## src/rtl/dmem_io_arbiter.sv

```systemverilog
// Data-memory port arbiter: the CPU owns the single 64-bit port except while the
// I/O refresh sequencer writes the switches word and reads the LED word.
module dmem_io_arbiter #(
  parameter int unsigned REFRESH_CYCLES = 1024,
  parameter int unsigned MAX_DEFER      = 8,
  parameter int unsigned SWITCH_ADDR    = 21,
  parameter int unsigned LED_ADDR       = 22
) (
  input  logic        i_clock,
  input  logic        i_reset_n,
  input  logic [63:0] i_cpu_address,
  input  logic [63:0] i_cpu_write_data,
  input  logic        i_cpu_mem_write,
  input  logic        i_cpu_mem_read,
  output logic [63:0] o_cpu_read_data,
  output logic        o_cpu_stall,
  input  logic [17:0] i_switches,
  output logic [26:0] o_leds,
  output logic [63:0] o_mem_address,
  output logic [63:0] o_mem_write_data,
  output logic        o_mem_write,
  output logic        o_mem_read,
  input  logic [63:0] i_mem_read_data
);

  localparam int unsigned CntW = (REFRESH_CYCLES < 4) ? 2 : $clog2(REFRESH_CYCLES);
  localparam int unsigned DefW = (MAX_DEFER < 1) ? 1 : $clog2(MAX_DEFER + 1);

  localparam logic [CntW-1:0] CntLast = CntW'(REFRESH_CYCLES - 1);
  localparam logic [DefW-1:0] DefMax  = DefW'(MAX_DEFER);
  localparam logic [63:0]     SwAddr  = 64'(SWITCH_ADDR);
  localparam logic [63:0]     LedAddr = 64'(LED_ADDR);

  typedef enum logic [1:0] {
    StIdle    = 2'd0,
    StSwWrite = 2'd1,
    StLedRead = 2'd2
  } state_e;

  state_e r_state;
  state_e w_state_next;

  logic [17:0]     r_sw_meta;
  logic [17:0]     r_sw_sync;
  logic [CntW-1:0] r_refresh_cnt;
  logic [CntW-1:0] w_refresh_cnt_next;
  logic            w_refresh_tc;
  logic            r_io_pending;
  logic            w_io_pending_next;
  logic [DefW-1:0] r_defer_cnt;
  logic [DefW-1:0] w_defer_next;
  logic [26:0]     r_leds;
  logic [26:0]     w_leds_next;
  logic            w_cpu_req;

  assign w_cpu_req = i_cpu_mem_read | i_cpu_mem_write;
  assign o_leds    = r_leds;

  // Two-flop synchronizer for the asynchronous board switches.
  always_ff @(posedge i_clock or negedge i_reset_n) begin
    if (!i_reset_n) begin
      r_sw_meta <= '0;
      r_sw_sync <= '0;
    end else begin
      r_sw_meta <= i_switches;
      r_sw_sync <= r_sw_meta;
    end
  end

  always_ff @(posedge i_clock or negedge i_reset_n) begin
    if (!i_reset_n) begin
      r_state       <= StIdle;
      r_refresh_cnt <= '0;
      r_io_pending  <= 1'b0;
      r_defer_cnt   <= '0;
      r_leds        <= '0;
    end else begin
      r_state       <= w_state_next;
      r_refresh_cnt <= w_refresh_cnt_next;
      r_io_pending  <= w_io_pending_next;
      r_defer_cnt   <= w_defer_next;
      r_leds        <= w_leds_next;
    end
  end

  // The refresh timer free-runs through service so the refresh period stays fixed.
  always_comb begin
    w_refresh_tc       = (r_refresh_cnt == CntLast);
    w_refresh_cnt_next = w_refresh_tc ? '0 : r_refresh_cnt + CntW'(1);
  end

  // Sticky request; a terminal count landing on the LED_READ edge must not be lost.
  always_comb begin
    w_io_pending_next = r_io_pending;
    if (r_state == StLedRead) begin
      w_io_pending_next = 1'b0;
    end
    if (w_refresh_tc) begin
      w_io_pending_next = 1'b1;
    end
  end

  always_comb begin
    w_state_next     = r_state;
    w_defer_next     = r_defer_cnt;
    w_leds_next      = r_leds;
    o_mem_address    = '0;
    o_mem_write_data = '0;
    o_mem_write      = 1'b0;
    o_mem_read       = 1'b0;
    o_cpu_read_data  = '0;
    o_cpu_stall      = 1'b0;

    unique case (r_state)
      StIdle: begin
        o_mem_address    = i_cpu_address;
        o_mem_write_data = i_cpu_write_data;
        o_mem_read       = i_cpu_mem_read;
        // The switch word belongs to the sequencer; CPU stores to it are dropped.
        o_mem_write      = i_cpu_mem_write && (i_cpu_address != SwAddr);
        o_cpu_read_data  = i_cpu_mem_read ? i_mem_read_data : '0;

        if (r_io_pending && w_cpu_req && (r_defer_cnt != DefMax)) begin
          w_defer_next = r_defer_cnt + DefW'(1);
        end
        // The CPU access of this deciding cycle still completes on the port.
        if (r_io_pending && (!w_cpu_req || (r_defer_cnt == DefMax))) begin
          w_state_next = StSwWrite;
        end
      end

      StSwWrite: begin
        o_mem_address    = SwAddr;
        o_mem_write_data = {46'b0, r_sw_sync};
        o_mem_write      = 1'b1;
        o_cpu_stall      = w_cpu_req;
        w_state_next     = StLedRead;
      end

      StLedRead: begin
        o_mem_address = LedAddr;
        o_mem_read    = 1'b1;
        o_cpu_stall   = w_cpu_req;
        w_leds_next   = i_mem_read_data[26:0];
        w_defer_next  = '0;
        w_state_next  = StIdle;
      end

      default: begin
        w_state_next = StIdle;
      end
    endcase
  end

  a_stall_only_in_service: assert property (
    @(posedge i_clock) disable iff (!i_reset_n) o_cpu_stall |-> (r_state != StIdle)
  );

  a_switch_word_protected: assert property (
    @(posedge i_clock) disable iff (!i_reset_n)
    (o_mem_write && (o_mem_address == SwAddr)) |-> (r_state == StSwWrite)
  );

  a_defer_bounded: assert property (
    @(posedge i_clock) disable iff (!i_reset_n) r_defer_cnt <= DefMax
  );

endmodule

```

## config.mk

```make
export PLATFORM = sky130hd
export DESIGN_NAME = dmem_io_arbiter
export DESIGN_NICKNAME = d
export VERILOG_FILES = /design/src/rtl/dmem_io_arbiter.sv
export SDC_FILE = /design/constraint.sdc
export NUM_CORES = 1
export LEC_CHECK = 0
export ABC_AREA = 1
export CAP_MARGIN = 20
export CORE_AREA = 2 2 170 172
export DETAILED_ROUTE_END_ITERATION = 7
export DIE_AREA = 0 0 172 174
export DONT_BUFFER_PORTS = 1
export MAX_ROUTING_LAYER = met4
export SLEW_MARGIN = 20
export SYNTH_ARGS = -nofsm -noshare
export SYNTH_HDL_FRONTEND = slang
export SYNTH_SLANG_ARGS = --single-unit
```

## constraint.sdc

```tcl
create_clock -name i_clock -period 2 [get_ports i_clock]
set_input_delay 0.4 -clock i_clock [delete_from_list [all_inputs] [get_ports i_clock]]
set_output_delay 0.4 -clock i_clock [all_outputs]
set_load 0.01 [all_outputs]
```

==> metrics.log, run 1 <==
[metrics] run status: finished, violations left
[metrics] violated checks: negative hold slack, negative setup slack
[metrics] met1 routing resource usage after global routing: 0.141
[metrics] global routing met2 resource utilization: 0.194
[metrics] post-synthesis instance area: 0.00467 mm2
[metrics] Leak Pwr: 3.55 nW
[metrics] post-route design area: 0.00655 mm2
[metrics] FF+latch count, synth: 80
[metrics] Clk Latency, worst-skew pair: 0.34 ns
[metrics] hold slack: -0.248 ns
[metrics] wire length of the first global-routing pass: 25,400 um
[metrics] number of CTS-inserted buffers: 9
[metrics] Max Root-Sink Buffers: 2
[metrics] Clock Tree Root: clkbuf_16
[metrics] Final Critical Period: 2.06 ns
[metrics] share of the yosys chip area belonging to registers: 0.429
[metrics] TritonCTS clock tree: done
[metrics] total number of placement rows: 62
[metrics] Synth Instances: 688
[metrics] initial antenna violation count: 1
[metrics] vias after detailed routing: 4,411
[metrics] Worst EP required: 1.60 ns
[metrics] CP Max Fanout: 7
[metrics] count of H-tree levels built during CTS: 3
[metrics] Tightest Hold Check Type: in2async
[metrics] Max Transition Viols Final: 0
[metrics] final period utilization: 1.03
[metrics] nets in the synthesized netlist: 909
[metrics] startpoint kind of the worst setup timing path: register
[metrics] Clock Skew: 0.00834 ns
[metrics] overall die height: 174 um
[metrics] number of clock sinks seen by CTS: 80
[metrics] power density over cell area: 608 mW/mm2
[metrics] post-CTS clock slew at the launch and capture registers of the worst setup and hold paths: 0.07 ns
[metrics] met3 capacity usage during global routing: 0.0492
[metrics] post-layout net count: 931
[metrics] maximum number of pins on one net before global-route repair: 81
[metrics] post-detailed-placement half-perimeter wirelength: 15,900 um
[metrics] fmax: 0.484 GHz
[metrics] worst-case headroom to the max-slew limit: 0.749
[metrics] number of global-route vias before repair: 3,929
[metrics] initial drt markers: 309
[metrics] DR DRC count: 0
[metrics] Die Footprint: 0.0299 mm2
[metrics] Global Route Usage Sum: 0.122
[metrics] Worst VDD drop: 363 uV
[metrics] final standard cell count with taps included and fillers excluded: 1,100
[metrics] Horiz. Die Dim: 172 um
[metrics] fraction of layout instances using a drive strength above 1: 0.305
[metrics] critical path arrival: 1.66 ns
[metrics] Avg Inst Size Synth: 6.78 um2
[metrics] via count normalized by instance count: 4.01
[metrics] effective utilization at floorplan: 0.165
[metrics] most used routing layer in global routing: met2
[metrics] category of the worst setup path capture point: output pin
[metrics] Pre-antenna DRT Iters: 5
[metrics] instance area after placement: 0.00516 mm2
[metrics] count of unique library cells instantiated by Yosys: 23
[metrics] # Max-Cap Violations: 0
[metrics] cell count after placement: 1,061
[metrics] power after layout: 3.98 mW
[metrics] slew at the pin closest to its max-slew limit: 0.377 ns
[metrics] average wire per standard cell: 19.6 um
[metrics] Port Buffer Count: 0
[metrics] crit path kind: reg2out
[metrics] GP Congestion: 0.824
[metrics] final setup violation count: 58
[metrics] worst slack at placement: 0.186 ns
[metrics] number of warnings issued by yosys: 0
[metrics] area delta synth->final: 40.3%
[metrics] RSZ-0062 raised after global routing: yes
[metrics] Antenna Violating Nets Remaining: 0
[metrics] final hold vios: 80
[metrics] routed wire length: 21,600 um
[metrics] IO Count: 436
[metrics] min setup slack post-route: -0.0641 ns
[metrics] area inside the core boundary: 0.0282 mm2
[metrics] overflow left after global routing: 0
==> synth_stat cells <==
library cell / instances / area [um2]
a21boi_0: 1 / 7.51
a21oi_1: 6 / 30.0
a22o_1: 18 / 158
buf_2: 9 / 45.0
buf_4: 16 / 120
clkbuf_1: 5 / 18.8
dfrtp_1: 80 / 2000
ha_1: 7 / 87.6
inv_1: 196 / 736
nand2_1: 179 / 672
nand2_2: 1 / 6.26
nand2_4: 1 / 11.3
nand3_1: 6 / 30.0
nand3_2: 2 / 20.0
nor2_1: 114 / 428
nor2_4: 2 / 22.5
nor3_4: 1 / 16.3
o21ai_0: 34 / 170
o21ai_1: 1 / 5.00
o22ai_2: 1 / 12.5
or2_1: 1 / 6.26
xnor2_1: 1 / 8.76
xor2_1: 6 / 52.6
==> registers in the layout, summed over array words and instances (netlist names) <==
name and flops:
r_defer_cnt 4, o_leds 27, r_sw_meta 18, r_state 2
r_refresh_cnt 10, r_io_pending 1, r_sw_sync 18
==> worst paths after layout <==
path	start	endpoint	slack, ns	depth (start not counted)
min in group i_clock	i_switches[4]	r_sw_meta[4]$_DFF_PN0_	0.08	0
hold / removal	i_reset_n	r_refresh_cnt[7]$_DFF_PN0_	-0.25	0
setup reg to reg	r_state[0]$_DFFE_PN0P_	r_defer_cnt[0]$_DFFE_PN0P_	0.30	8
max in group asynchronous	i_reset_n	r_sw_sync[14]$_DFF_PN0_	2.14	0
hold reg to reg	r_sw_meta[2]$_DFF_PN0_	r_sw_sync[2]$_DFF_PN0_	0.34	0
setup / recovery	r_state[0]$_DFFE_PN0P_	o_cpu_read_data[24]	-0.06	6
==> metal layers <==
| layer | share of wire | up-vias |
|---|---|---|
| li1 | - | 1994 |
| met1 | 0.37 | 2083 |
| met2 | 0.48 | 306 |
| met3 | 0.12 | 28 |
| met4 | 0.024 | 0 |
| met5 | 0 | - |
==> kinds of logic (layout without fill, tap and decap cells) <==
group                    count (synthesis)  in the layout  share of synthesized area
AO/OA/AOI/OAI                           61             61                     0.0821
XOR/XNOR                                 7              7                     0.0131
adder cells (fa/ha/maj)                  7              7                     0.0188
buffers and inverters                  226            253                      0.197
flip-flops                              80             80                      0.429
other                                    0              1                          0
AND/OR/NAND/NOR                        307            307                      0.260
==> through the flow <==
stage                     utilization  TNS, ns
final                           0.232    -1.36
after global routing            0.232   -10.09
after CTS                       0.201   -0.845
after detailed placement        0.183        0
after global placement          0.183        0
after floorplan                     -        0
==> power by group <==
part / switching, mW / total [mW] / internal, mW
Clock: 0.744 / 1.74 / 0.997
Sequential: 0.0145 / 1.67 / 1.65
Combinational: 0.369 / 0.573 / 0.204
Total: 1.13 / 3.98 / 2.86
==> timing repair <==
| action | 4_1_cts | 5_1_grt |
|---|---|---|
| pin swaps | 2 | 2 |
| gates resized for setup | 52 | 194 |
| gates cloned | 1 | 13 |
| setup buffers | 3 | 5 |
| endpoints found under the setup margin | 176 | 155 |
| hold endpoints to repair | 80 | 80 |
==> cell usage in the layout (no fill, tap or decap), drive strengths merged, types with 6 or more instances in the layout <==
cell,instances
xor2,6
dfrtp,80
inv,200
clkbuf,18
nor2,116
nand2,181
nand3,8
a21oi,6
a22o,18
ha,7
o21ai,35
buf,32
==> cell type report <==
cell class                      count  area (um2)
Antenna cell                        1        2.50
Clock buffer                        9         225
Clock inverter                      7        86.3
Fill cell                        3078       21700
Inverter                          196         793
Multi-Input combinational cell    382        2340
Sequential cell                    80        2000
Tap cell                          384         480
Timing Repair Buffer               41         618
==> worst max-delay path, cell delays in order (launching register included) <==
cell and delay, ns:
dfrtp_1 0.40, inv_2 0.10, ha_4 0.26, nand2_8 0.14, clkbuf_16 0.20, nor2_2 0.09, buf_4 0.12
Power figures use the tool's default switching activity.
==> inputs of run 2 (changes only) <==
GPL_TIMING_DRIVEN = 1   (was unset)
==> results of run 2 <==
The final DEF is identical to that of run 1; final timing and power are the same.
